[src/rtl/ifetch_ctrl.sv]
`default_nettype none
// ============================================================================
// Module   : ifetch_ctrl
// Brief    : Instruction-fetch sequencer with a one-cycle-latency memory and a
//            prefetch FIFO that delivers {instruction, pc} over valid/ready.
// Revision : 1.0 - initial release
// ============================================================================
module ifetch_ctrl #(
    parameter int            DW     = 16,
    parameter int            AW     = 16,
    parameter int            DEPTH  = 4,
    parameter logic [AW-1:0] RST_PC = '0
) (
    input  logic                   clk,
    input  logic                   rst,
    output logic [AW-1:0]          mem_addr,
    input  logic [DW-1:0]          mem_dout,
    input  logic                   en,
    input  logic                   redirect,
    input  logic [AW-1:0]          redirect_pc,
    output logic                   ins_valid,
    output logic [DW-1:0]          ins_data,
    output logic [AW-1:0]          ins_pc,
    input  logic                   ins_ready,
    output logic [$clog2(DEPTH):0] fill
);

    localparam int c_PTR_W = $clog2(DEPTH);
    localparam int c_CNT_W = c_PTR_W + 1;
    localparam logic [c_CNT_W:0] c_DEPTH_EXT = (c_CNT_W + 1)'(DEPTH);

    logic [AW-1:0]      r_fetch_pc;
    logic               r_req;
    logic [AW-1:0]      r_req_pc;
    logic [DW-1:0]      r_fifo_data [DEPTH];
    logic [AW-1:0]      r_fifo_pc   [DEPTH];
    logic [c_PTR_W-1:0] r_wr_ptr;
    logic [c_PTR_W-1:0] r_rd_ptr;
    logic [c_CNT_W-1:0] r_count;

    logic [c_CNT_W:0]   w_pending;
    logic               w_issue;
    logic               w_push;
    logic               w_pop;

    // The in-flight read reserves a slot, so a capture always has room.
    assign w_pending = {1'b0, r_count} + {{c_CNT_W{1'b0}}, r_req};
    assign w_issue   = redirect | (en & (w_pending < c_DEPTH_EXT));
    assign w_push    = r_req & ~redirect;
    assign w_pop     = ins_valid & ins_ready & ~redirect;

    assign mem_addr  = redirect ? redirect_pc : r_fetch_pc;
    assign ins_valid = (r_count != '0);
    assign ins_data  = ins_valid ? r_fifo_data[r_rd_ptr] : '0;
    assign ins_pc    = ins_valid ? r_fifo_pc[r_rd_ptr]   : '0;
    assign fill      = r_count;

    always_ff @(posedge clk or posedge rst) begin
        if (rst) begin
            r_fetch_pc <= RST_PC;
            r_req      <= 1'b0;
            r_req_pc   <= '0;
            r_wr_ptr   <= '0;
            r_rd_ptr   <= '0;
            r_count    <= '0;
        end else begin
            r_req <= w_issue;
            if (w_issue) begin
                r_fetch_pc <= mem_addr + AW'(1);
                r_req_pc   <= mem_addr;
            end
            if (redirect) begin
                r_wr_ptr <= '0;
                r_rd_ptr <= '0;
                r_count  <= '0;
            end else begin
                if (w_push) r_wr_ptr <= r_wr_ptr + c_PTR_W'(1);
                if (w_pop)  r_rd_ptr <= r_rd_ptr + c_PTR_W'(1);
                case ({w_push, w_pop})
                    2'b10:   r_count <= r_count + c_CNT_W'(1);
                    2'b01:   r_count <= r_count - c_CNT_W'(1);
                    default: r_count <= r_count;
                endcase
            end
        end
    end

    // Storage needs no reset; outputs are masked while the FIFO is empty.
    always_ff @(posedge clk) begin
        if (w_push) begin
            r_fifo_data[r_wr_ptr] <= mem_dout;
            r_fifo_pc[r_wr_ptr]   <= r_req_pc;
        end
    end

endmodule
`default_nettype wire
[config.mk]
export PLATFORM = sky130hd
export DESIGN_NAME = ifetch_ctrl
export DESIGN_NICKNAME = d
export VERILOG_FILES = /design/src/rtl/ifetch_ctrl.sv
export SDC_FILE = /design/constraint.sdc
export NUM_CORES = 1
export LEC_CHECK = 0
export ABC_CLOCK_PERIOD_IN_PS = 3080
export CAP_MARGIN = 20
export CORE_MARGIN = 2
export CORE_UTILIZATION = 55
export DETAILED_ROUTE_END_ITERATION = 16
export GPL_ROUTABILITY_DRIVEN = 1
export PLACE_DENSITY = 0.75
export SYNTH_ARGS = -nofsm -noshare
export SYNTH_HDL_FRONTEND = slang
export SYNTH_SLANG_ARGS = --single-unit
[constraint.sdc]
create_clock -name clk -period 3.08 [get_ports clk]
set_clock_uncertainty 0.05 [all_clocks]
set_input_delay 0.308 -clock clk [delete_from_list [all_inputs] [get_ports clk]]
set_output_delay 0.308 -clock clk [all_outputs]
set_load 0.1 [all_outputs]
# ---- Word level (Yosys, flattened, before mapping)
# Memory sizes are Yosys's and may differ from the RTL's.
# Index checks and enable logic that the tools add are counted.
dict set report op_classes {
  div_mod_pow 0
  mux 11
  shifts 0
  eq_ne 2
  n_bitwise 6
  multipliers 0
  n_reduce_logical 4
  add_sub_neg 6
  magnitude_cmp 1
}
# operator n
set ops {}
lappend ops {{$mux W16} 3}
lappend ops {{$add A16 B1 Y16 const B} 1}
lappend ops {{$mux W2} 4}
lappend ops {{$pmux W3 S2} 1}
lappend ops {{$reduce_bool A3 Y1} 2}
lappend ops {{$add A2 B1 Y2 const B} 2}
lappend ops {{$add A3 B1 Y4} 1}
lappend ops {{$and A1 B1 Y1} 4}
lappend ops {{$lt A4 B3 Y1 const B} 1}
lappend ops {{$reduce_bool A2 Y1} 2}
lappend ops {{$add A3 B1 Y3 const B} 1}
lappend ops {{$mux W3} 1}
lappend ops {{$sub A3 B1 Y3 const B} 1}
lappend ops {{$eq A2 B1 Y1 const B} 1}
lappend ops {{$eq A2 B2 Y1 const B} 1}
lappend ops {{$mux W1} 2}
lappend ops {{$not A1 Y1} 1}
lappend ops {{$or A1 B1 Y1} 1}
dict set report totals {
  elab_cells 38
  memories 2
  inputBits 37
  romBits 0
  reg_bits 40
  ram_bits 128
  latchBits 0
}
# memory words width rd rd_clocked_by_memory_dff wr line_no
set mem_list {}
lappend mem_list {r_fifo_data 4 16 1 0 1 35} ;# logic [DW-1:0] r_fifo_data [DEPTH];
lappend mem_list {r_fifo_pc 4 16 1 0 1 36} ;# logic [AW-1:0] r_fifo_pc [DEPTH];

# ---- Longest topological paths before layout
# Gate-level depths: netlist of the first run.
dict set report logic_depth {
  word_depth 6
  depth_mapped 8
}

# ---- Least setup slack after synthesis of the first run
# OpenSTA, ideal clock, no wires.
dict set report synth_timing {
  path_kind {reg-to-output}
  from {reg r_count[0] (netlist: fill[0])}
  to {out ins_pc[10]}
  stages_incl_launch_ff 5
  required_ps 2722
  arrival_ps 3251
  setup_slack_ps -529
  cell_sequence {dfrtp_1 or3_1 clkbuf_1 clkbuf_1 and2_1}
}
dict set report synth_via {
  elab_chain_cells 2
}
# item line_no
set synth_lines {}
lappend synth_lines {{from (decl)} 39} ;# logic [c_CNT_W-1:0] r_count;
lappend synth_lines {{from (signal assigned)} 80} ;# 2'b10: r_count <= r_count + c_CNT_W'(1);
lappend synth_lines {{from (signal assigned)} 81} ;# 2'b01: r_count <= r_count - c_CNT_W'(1);
lappend synth_lines {{from (signal assigned)} 82} ;# default: r_count <= r_count;
lappend synth_lines {{$reduce_bool A3 Y1} 53} ;# assign ins_valid = (r_count != '0);
lappend synth_lines {{net ins_valid} 21} ;# output logic ins_valid,
lappend synth_lines {{$mux W16} 55} ;# assign ins_pc = ins_valid ? r_fifo_pc[r_rd_ptr] : '0;
lappend synth_lines {{to (decl)} 23} ;# output logic [AW-1:0] ins_pc,
# The timed path passes the listed nets, and every way through them passes these cells.

# ---- Final worst setup path of the first run
dict set report layout_timing {
  from {reg r_rd_ptr[0]}
  to {out ins_pc[8]}
}
dict set report layout_via {
  elab_chain_cells 2
}
# item line_no
set layout_lines {}
lappend layout_lines {{from (decl)} 38} ;# logic [c_PTR_W-1:0] r_rd_ptr;
lappend layout_lines {{from (signal assigned)} 78} ;# if (w_pop) r_rd_ptr <= r_rd_ptr + c_PTR_W'(1);
lappend layout_lines {{$mem_v2 Z4 W16} -}
lappend layout_lines {{$mux W16} 55}
# Every way passes these cells.

==> results.json, run 1 <==
{
  "outcome": "finished, final reports clean",
  "die_area_mm2": 0.0136,
  "gp_congestion": 0.944,
  "cts_tree": "yes",
  "cts-root-buf": "clkbuf_16",
  "track_usage_pct": 22.0,
  "critPathRequiredTime_ns": 2.72,
  "yosys_warnings": 0,
  "mostFrequentLayoutCells": "128 x edfxtp_1, 49 x buf_12, 46 x nor2_1",
  "tightest_slew_ns": 0.573,
  "finalSetupViolCount": 0,
  "fin_crit_sh_pct": 82.3,
  "cts_resized": 0,
  "die_y_um": 117,
  "worst_setup_path_start_kind": "flip-flop",
  "cts_sinks": 168,
  "rsz0062_at_grt": "no",
  "cp_cell_sequence": "buf_4, mux4_2, and2_2, buf_12",
  "drc": 0,
  "drt-total-wl_um": 13500,
  "post_drt_via_cell_ratio": 5.54,
  "grt_max_degree": 42,
  "antenna_found_initial": 0,
  "grt_pass1_wl_um": 21900,
  "final_nets": 575,
  "num_vias": 3967,
  "fin_tns_setup_ns": 0,
  "initial_core_util_pct": 55.8,
  "max_freq_mhz": 394,
  "rrSetupSlack_ns": 0.85,
  "drtIter0Drc": 252,
  "syn_inst": 434,
  "crit_path_end_kind": "primary output",
  "port_buffers": 88,
  "yosysSeqAreaShare_pct": 69.4,
  "fp.dieW_um": 117,
  "syn_to_final_growth_pct": 31.3,
  "syn_nets": 477,
  "antenna_cells": 0,
  "yosysUniqueCellTypes": 37,
  "post-cts-setup-buffers": 0,
  "max-clock-path-buffers": 2,
  "h-tree-depth": 4,
  "power.leakage_nw": 3.31,
  "power.total_mw": 9.90,
  "clkLatencyLatePin_ns": 0.42,
  "io_pins": 89,
  "p_per_area_mw_per_mm2": 1080,
  "core_area_mm2": 0.0125,
  "firstDrtPassIters": 5,
  "synth-main-ff-cell": "edfxtp_1",
  "hpwl_um": 8250,
  "path_max_fanout": 17,
  "path_class": "flip-flop to primary output",
  "grt_pass1_vias": 4153,
  "cts_buffers": 17,
  "max_slew_margin_pct": 61.5,
  "maxCapViolCount": 0,
  "ir_worst_vdd_mv": 0.493,
  "overflow": 0,
  "crit_slowest_cell": "mux4_2",
  "synthArstFlopShare_pct": 23.8,
  "rows": 41,
  "clk_pin_slew_ns": 0.06,
  "min_path_type": "flip-flop to flip-flop",
  "critPathArrivalTime_ns": 2.18,
  "post_drt_wl_per_cell_um": 18.9,
  "ant_nets": 0,
  "synth-seq-cells": 168,
  "final_common_cell": "edfxtp_1",
  "synth-edff-count": 128,
  "finalHoldViolCount": 0,
  "max_stage_delay_ns": 0.55,
  "fin_crit_ns": 2.53,
  "holdBufCountCts": 1,
  "syn_avg_cell_area_um2": 16.1,
  "report.final.slew_viol_count": 0,
  "syn_area_mm2": 0.00699,
  "drive_above_1_share_pct": 26.5
}
critical path: cells and delay by family (launching register included):
kind / cells / cell delay (ns)
multiplexers: 1 / 0.55
AND/OR/NAND/NOR: 1 / 0.24
buffers and inverters: 2 / 0.53
flip-flops: 1 / 0.44
sequential cells by signal (all words and copies together) (netlist names):
signal,count
r_req,1
r_fifo_data,64
r_req_pc,16
r_rd_ptr,2
r_fetch_pc,16
r_fifo_pc,64
fill,3
r_wr_ptr,2
cell type report:
cell class / count / area (um^2)
repair buffers: 102 / 1470
flip-flops and latches: 168 / 4850
inverters: 12 / 45.0
fillers: 790 / 3340
clock inverters: 10 / 153
well taps: 172 / 215
clock buffers: 21 / 440
multi-input cells: 231 / 2000
synth_stat cells, types with 2 or more instances:
| cell | count | area (um^2) |
|---|---|---|
| nor2b_1 | 4 | 25.0 |
| mux2i_1 | 9 | 90.1 |
| a21oi_1 | 20 | 100 |
| buf_2 | 7 | 35.0 |
| nand2_1 | 11 | 41.3 |
| ha_1 | 5 | 62.6 |
| nand3b_1 | 3 | 22.5 |
| mux4_2 | 32 | 721 |
| mux2_2 | 9 | 101 |
| nand4b_1 | 2 | 17.5 |
| dfrtp_1 | 40 | 1000 |
| nor3_1 | 4 | 20.0 |
| nand4_1 | 7 | 43.8 |
| and2_1 | 36 | 225 |
| xnor2_1 | 14 | 123 |
| nor2_1 | 46 | 173 |
| o21ai_0 | 3 | 15.0 |
| clkbuf_1 | 14 | 52.6 |
| nand3_1 | 7 | 35.0 |
| a22oi_1 | 2 | 15.0 |
| xor2_1 | 5 | 43.8 |
| edfxtp_1 | 128 | 3840 |
| inv_1 | 12 | 45.0 |
path summary, 6_finish.rpt:
kind,to,cells after the start,startpoint
worst max-delay path,ins_pc[8],4,r_rd_ptr[0]
worst min-delay path,r_fetch_pc[1],2,r_fetch_pc[1]
worst max register to register,fill[2],7,fill[1]
worst min register to register,r_fetch_pc[1],2,r_fetch_pc[1]
max in group asynchronous,r_rd_ptr[0],4,rst
min in group asynchronous,fill[0],3,rst
logic make-up after synthesis:
kind of cell | after synthesis | share of synthesized area, %
compound gates | 31 | 2.53
xor+xnor | 19 | 2.38
fa+ha+maj | 6 | 1.18
buf+inv | 35 | 2.11
flops | 168 | 69.4
mux | 50 | 13.1
simple gates | 125 | 9.39
metal layers:
layer	up-vias	part of all wire (%)	track usage, %
met5	-	0	0
met4	0	0.61	6.04
met3	6	5.9	6.23
met2	138	52	36.0
met1	2017	42	29.4
li1	1806	-	-
report_power, final:
| part | switching, mW | total (mW) | leakage, nW | internal, mW |
|---|---|---|---|---|
| clock | 0.791 | 2.13 | 0.282 | 1.34 |
| combinational | 3.02 | 4.71 | 1.40 | 1.69 |
| sequential | 0.230 | 3.05 | 1.63 | 2.82 |
| total | 4.04 | 9.90 | 3.31 | 5.86 |
per-stage QoR:
stage | hold slack [ns] | instances | utilization (%) | setup WS (ns) | instance area (um^2)
global placement | 0.428 | 684 | 68.5 | 0.610 | 8570
global route | 0.477 | 716 | 73.3 | 0.442 | 9180
finish | 0.462 | 716 | 73.3 | 0.545 | 9180
floorplan | 0.357 | 434 | - | 0.211 | 7000
detailed placement | 0.429 | 684 | 68.5 | 0.538 | 8570
CTS | 0.464 | 716 | 73.3 | 0.502 | 9180
Note: power is estimated with default switching activity, not from simulation.
==> run 2: changes to the inputs <==
Settings changed: ABC_CLOCK_PERIOD_IN_PS 3080 to 2200, CORE_UTILIZATION 55 to 50, PLACE_DENSITY 0.75 to 0.72.
Clock period 3.08 ns to 2.2 ns, I/O delays scaled along.
==> run 2 against run 1 <==
  * The flow now finishes with violations (setup timing)
  * Cell area rose by 6.6%
  * Setup slack got worse by 0.59 ns
  * Final cell count rose by 5.6%
  * Count of clock-buffer cells in the layout fell by 2
  * Global-route usage fell by 0.087 points
  * Worst hold slack got worse by 0.28 ns
  * Critical path depth rose by 1
  * Non-clock buffer count rose by 31
  * Sequential share of layout area fell by 3.2 points
  * Clock power rose by 41%
  * Combinational power rose by 59%
  * Highest routed layer unchanged
==> results.json, run 2 (synthesis gave the netlist of run 1 again) <==
{
  "outcome": "finished, violations left",
  "violations": "setup timing",
  "core_area_mm2": 0.0138,
  "max-clock-path-buffers": 2,
  "crit-reg2reg-launch": "fill[0]",
  "rows": 43,
  "hpwl_um": 9090,
  "path_class": "flip-flop to primary output",
  "h-tree-depth": 4,
  "drt-total-wl_um": 15100,
  "antenna_found_initial": 0,
  "finalHoldViolCount": 0,
  "power.total_mw": 14.8,
  "rrSetupSlack_ns": 0.11,
  "clk_pin_slew_ns": 0.07,
  "post_drt_via_cell_ratio": 5.44,
  "power_switching_mw": 5.99,
  "ff2ff_path_depth": 8,
  "grt_pass1_vias": 4389,
  "intPower_mw": 8.78,
  "report.final.slew_viol_count": 0,
  "crit_path_end_kind": "primary output",
  "num_vias": 4109,
  "maxCapViolCount": 0,
  "drtIter0Drc": 363,
  "track_usage_pct": 21.9,
  "antenna_cells": 0,
  "overflow": 0,
  "final_nets": 606,
  "grt_max_degree": 41,
  "clkLatencyLatePin_ns": 0.42,
  "hold_ws_ns": 0.178,
  "dp.cells": 714,
  "final_common_cell": "edfxtp_1",
  "p_per_area_mw_per_mm2": 1510,
  "finalSetupViolCount": 18,
  "max_freq_mhz": 445,
  "cts-root-buf": "clkbuf_16",
  "mostFrequentLayoutCells": "128 x edfxtp_1, 61 x buf_12, 46 x nor2_1",
  "fp.dieW_um": 122,
  "post_drt_wl_per_cell_um": 19.9,
  "initial_core_util_pct": 50.7,
  "syn_to_final_growth_pct": 40.1,
  "io_pins": 89,
  "timing.rr.end": "fill[2]",
  "cts_sinks": 168,
  "die_area_mm2": 0.0149,
  "drive_above_1_share_pct": 38.4,
  "finalNonFillerCells": 756,
  "top_regs": "r_fifo_data (64), r_fifo_pc (64)",
  "grt_pass1_wl_um": 23900,
  "path_max_fanout": 6,
  "gp_congestion": 0.832,
  "port_buffers": 88,
  "drc": 0,
  "rsz0062_at_grt": "yes",
  "ant_nets": 0,
  "min_path_type": "input port to async pin",
  "power.leakage_nw": 3.61,
  "swShare_pct": 40.6,
  "tightest_slew_ns": 0.527,
  "fin_crit_sh_pct": 102,
  "fillCellCount": 895,
  "clock_power_share_pct": 20.3,
  "ir_worst_vdd_mv": 0.796,
  "critPathArrivalTime_ns": 1.98,
  "cts_tree": "yes",
  "firstDrtPassIters": 4,
  "max_slew_margin_pct": 64.8,
  "p_comb_share_pct": 50.8,
  "fin_crit_ns": 2.25,
  "fin_ws_ns": -0.0461,
  "die_y_um": 122,
  "critPathRequiredTime_ns": 1.93,
  "worst_setup_path_start_kind": "flip-flop",
  "seqPwrFrac_pct": 28.9,
  "cts_buffers": 17
}
[run 2: cell types whose count changed in the layout (fill, tap and decap cells not counted), sizes merged]
cell,change
dlygate4sd3,-1
inv,+6
bufinv,-2
clkinvlp,-1
buf,+31
clkbuf,-1
[run 2: critical path, cell delays in order (launching register included)]
cell     delay, ns
dfrtp_2       0.39
buf_6         0.15
buf_16        0.14
mux4_2        0.54
and2_4        0.17
buf_12        0.16
[run 2: how the worst max path moves through the flow]
stage | start | to | slack, ns | cells after the start
global route | r_rd_ptr[0] | ins_pc[13] | -0.1 | 5
finish | r_rd_ptr[0] | ins_pc[13] | -0.05 | 5
detailed placement | redirect | r_fetch_pc[12] | -0.06 | 8
CTS | r_rd_ptr[0] | ins_pc[7] | -0.09 | 5
global placement | redirect | r_fetch_pc[12] | 0.03 | 8
floorplan | fill[0] | fill[2] | -0.05 | 8
[run 2: cell type report]
cell class,instances,area [um^2],share of cell area [%]
multi-input combinational,231,2140,21.9
sequential,168,4850,49.6
timing repair buffer,133,1920,19.6
tap,180,225,2.30
inverter,12,45.0,0.460
clock inverter,13,138,1.41
clock buffer,19,464,4.74
[run 2: power by group through the flow]
stage	sequential, mW	clock [mW]	combinational, mW
final	4.27	3.00	7.51
after global placement	4.27	0	6.94
after floorplan	4.33	0	4.52
after global routing	4.31	3.17	7.81
after detailed placement	4.31	0	7.01
after CTS	4.26	3.03	7.51
[run 2: layer usage]
layer	up-vias	global-route usage (%)	share of wire, %
met5	-	0	0
met4	0	6.61	1.1
met3	12	4.59	5.4
met2	153	37.0	52
met1	2064	28.7	41
li1	1880	-	-
[run 2: metrics by stage]
step           cell area (um^2)  util, %  TNS, ns  setup WS [ns]
2_1_floorplan              7110        -    -1.73        -0.0524
3_3_place_gp               8980     65.2        0         0.0262
5_1_grt                    9780     71.0    -1.54        -0.0974
3_5_place_dp               8980     65.2   -0.123        -0.0632
6_report                   9780     71.0   -0.316        -0.0461
4_1_cts                    9740     70.7   -0.727        -0.0857
[run 2: what timing repair did]
item | in CTS | in global routing
pin swaps | 5 | 3
setup buffers | 4 | 3
gates resized for setup | 34 | 0
endpoints found under the setup margin | 33 | 32
gates cloned | 2 | 1
hold buffers | 0 | 0
==> run 3: changes to the inputs <==
Settings changed: ABC_CLOCK_PERIOD_IN_PS 2200 to 2450, CORE_UTILIZATION 50 to 55, PLACE_DENSITY 0.72 to 0.9.
Clock period 2.2 ns to 2.45 ns, I/O delays scaled along.
==> run 3 against run 2 <==
  * The run now ends clean
  * First-iteration DRC count is 19% lower
  * Count of clock-buffer cells in the layout stayed put
  * Core utilization is 3.5 points higher
  * Final cell count is 3.7% lower
  * Setup slack better by 0.13 ns
  * Worst hold slack better by 0.024 ns
  * Combinational power is 19% lower
  * Critical endpoint is now ins_pc[8]
  * Non-clock buffer count is 20 lower
  * Critical path depth is 1 lower
==> results.json, run 3 (synthesis gave the netlist of run 1 again) <==
{
  "path_max_fanout": 16,
  "power.leakage_nw": 3.39,
  "clkLatencyLatePin_ns": 0.41,
  "max_freq_mhz": 423,
  "initial_core_util_pct": 55.8,
  "crit_slowest_cell": "mux4_2",
  "finalNonFillerCells": 728,
  "cts_tree": "yes",
  "h-tree-depth": 4,
  "min_path_type": "input port to async pin",
  "finalSetupViolCount": 0,
  "track_usage_pct": 23.0,
  "ant_nets": 0,
  "crit_path_end_kind": "primary output",
  "mostFrequentLayoutCells": "128 x edfxtp_1, 56 x buf_12, 46 x nor2_1",
  "ir_worst_vdd_mv": 0.627,
  "swShare_pct": 42.3,
  "grt_pass1_vias": 4271,
  "post_drt_wl_per_cell_um": 20.1,
  "die_y_um": 117,
  "p_comb_share_pct": 49.1,
  "worst_setup_path_start_kind": "flip-flop",
  "postLayoutCoreUtil_pct": 74.6,
  "core_area_mm2": 0.0125,
  "top_layer_used": "met4",
  "path_class": "flip-flop to primary output",
  "drc": 0,
  "rows": 41,
  "drtIter0Drc": 295,
  "fp.dieW_um": 117,
  "clock_power_share_pct": 20.1,
  "cp_common_cell": "buf_12",
  "io_pins": 89,
  "seqPwrFrac_pct": 30.8,
  "antenna_found_initial": 0,
  "p_per_area_mw_per_mm2": 1340,
  "tightest_slew_ns": 0.516,
  "grt_pass1_wl_um": 22900,
  "cts_buffers": 17,
  "final_nets": 586,
  "port_buffers": 88,
  "gp_congestion": 0.846,
  "fin_crit_ns": 2.36,
  "max-clock-path-buffers": 2,
  "power.total_mw": 12.5,
  "fillCellCount": 756,
  "top_regs": "r_fifo_data (64), r_fifo_pc (64)",
  "cts_sinks": 168,
  "intPower_mw": 7.20,
  "syn_to_final_growth_pct": 33.6,
  "critPathArrivalTime_ns": 2.07,
  "cts_resized": 0,
  "die_area_mm2": 0.0136,
  "clk_pin_slew_ns": 0.07,
  "critPathRequiredTime_ns": 2.15,
  "grt_max_degree": 41,
  "power_switching_mw": 5.28,
  "hpwl_um": 9140,
  "maxCapViolCount": 0,
  "antenna_cells": 0,
  "drive_above_1_share_pct": 29.7,
  "final_common_cell": "edfxtp_1",
  "max_slew_margin_pct": 65.6,
  "hold_ws_ns": 0.202,
  "wl_met1_um": 5860,
  "fin_crit_sh_pct": 96.5,
  "rsz0062_at_grt": "no",
  "num_vias": 4130,
  "routed-wl-met3_um": 946,
  "finalHoldViolCount": 0,
  "max_stage_delay_ns": 0.54,
  "drt-total-wl_um": 14600,
  "overflow": 0,
  "report.final.slew_viol_count": 0,
  "wl_met2_um": 7650,
  "regArea_mm2": 0.00485,
  "outcome": "finished, final reports clean",
  "firstDrtPassIters": 4,
  "holdBufCountCts": 0,
  "cts-root-buf": "clkbuf_16",
  "post_drt_via_cell_ratio": 5.67,
  "dp.cells": 693,
  "cp_cell_sequence": "buf_12, mux4_2, and2_2, buf_12",
  "multiInputGateArea_mm2": 0.00200
}
## run 3: cell types whose count changed in the layout (fill, tap and decap cells not counted), moves of 3 or more
cell    delta
and2_2     +5
inv_6      +4
buf_12     -5
and2_4    -32
buf_4     -11
and2_1    +27
inv_4      -4
nor3_1     +3
## run 3: stage by stage
stage | instance area, um^2 | setup TNS, ns | setup WS (ns)
after floorplan | 7000 | -0.449 | -0.0499
after global placement | 8730 | 0 | 0.176
after detailed placement | 8730 | 0 | 0.119
after CTS | 9290 | 0 | 0.00380
after global routing | 9330 | 0 | 0.0242
final | 9330 | 0 | 0.0860
## run 3: critical path: cells and delay by family, from the launching register on
family        cells  cell delay (ns)
mux               1             0.54
buf+inv           2             0.38
simple gates      1             0.24
flops             1             0.48
## run 3: per-layer routing
metal,vias to the layer above,global-route usage [%]
met5,-,0
met2,183,39.0
met3,14,6.28
met1,2102,30.0
met4,0,5.73
li1,1831,-
## run 3: path summary, 6_finish.rpt
kind	startpoint	end	slack (ns)	cells past startpoint
setup / recovery	r_rd_ptr[0]	ins_pc[8]	0.09	4
hold / removal	rst	r_fetch_pc[13]	0.20	3
setup reg to reg	fill[1]	fill[2]	0.41	7
hold reg to reg	r_fetch_pc[0]	r_fetch_pc[0]	0.48	1
max in group asynchronous	rst	r_rd_ptr[0]	1.77	3
min in group clk	mem_dout[0]	r_fifo_data[0][0]	0.42	1
## run 3: layout make-up
class / count / area share, %
clock inverter: 13 / 1.17
multi-input combinational: 231 / 21.5
inverter: 12 / 0.483
sequential: 168 / 52.0
tap: 172 / 2.31
clock buffer: 19 / 4.87
timing repair buffer: 113 / 17.7
## run 3: repair_timing
action                                  4_1_cts  5_1_grt
setup buffers                                 0        2
hold endpoints to repair                      0        0
endpoints found under the setup margin        0       17
## run 3: power by group through the flow
stage	combinational (mW)	sequential (mW)	clock, mW
after global placement	6.02	3.83	0
final	6.12	3.85	2.51
after global routing	6.36	3.89	2.67
after floorplan	3.88	3.88	0
after CTS	6.11	3.84	2.53
after detailed placement	6.08	3.89	0
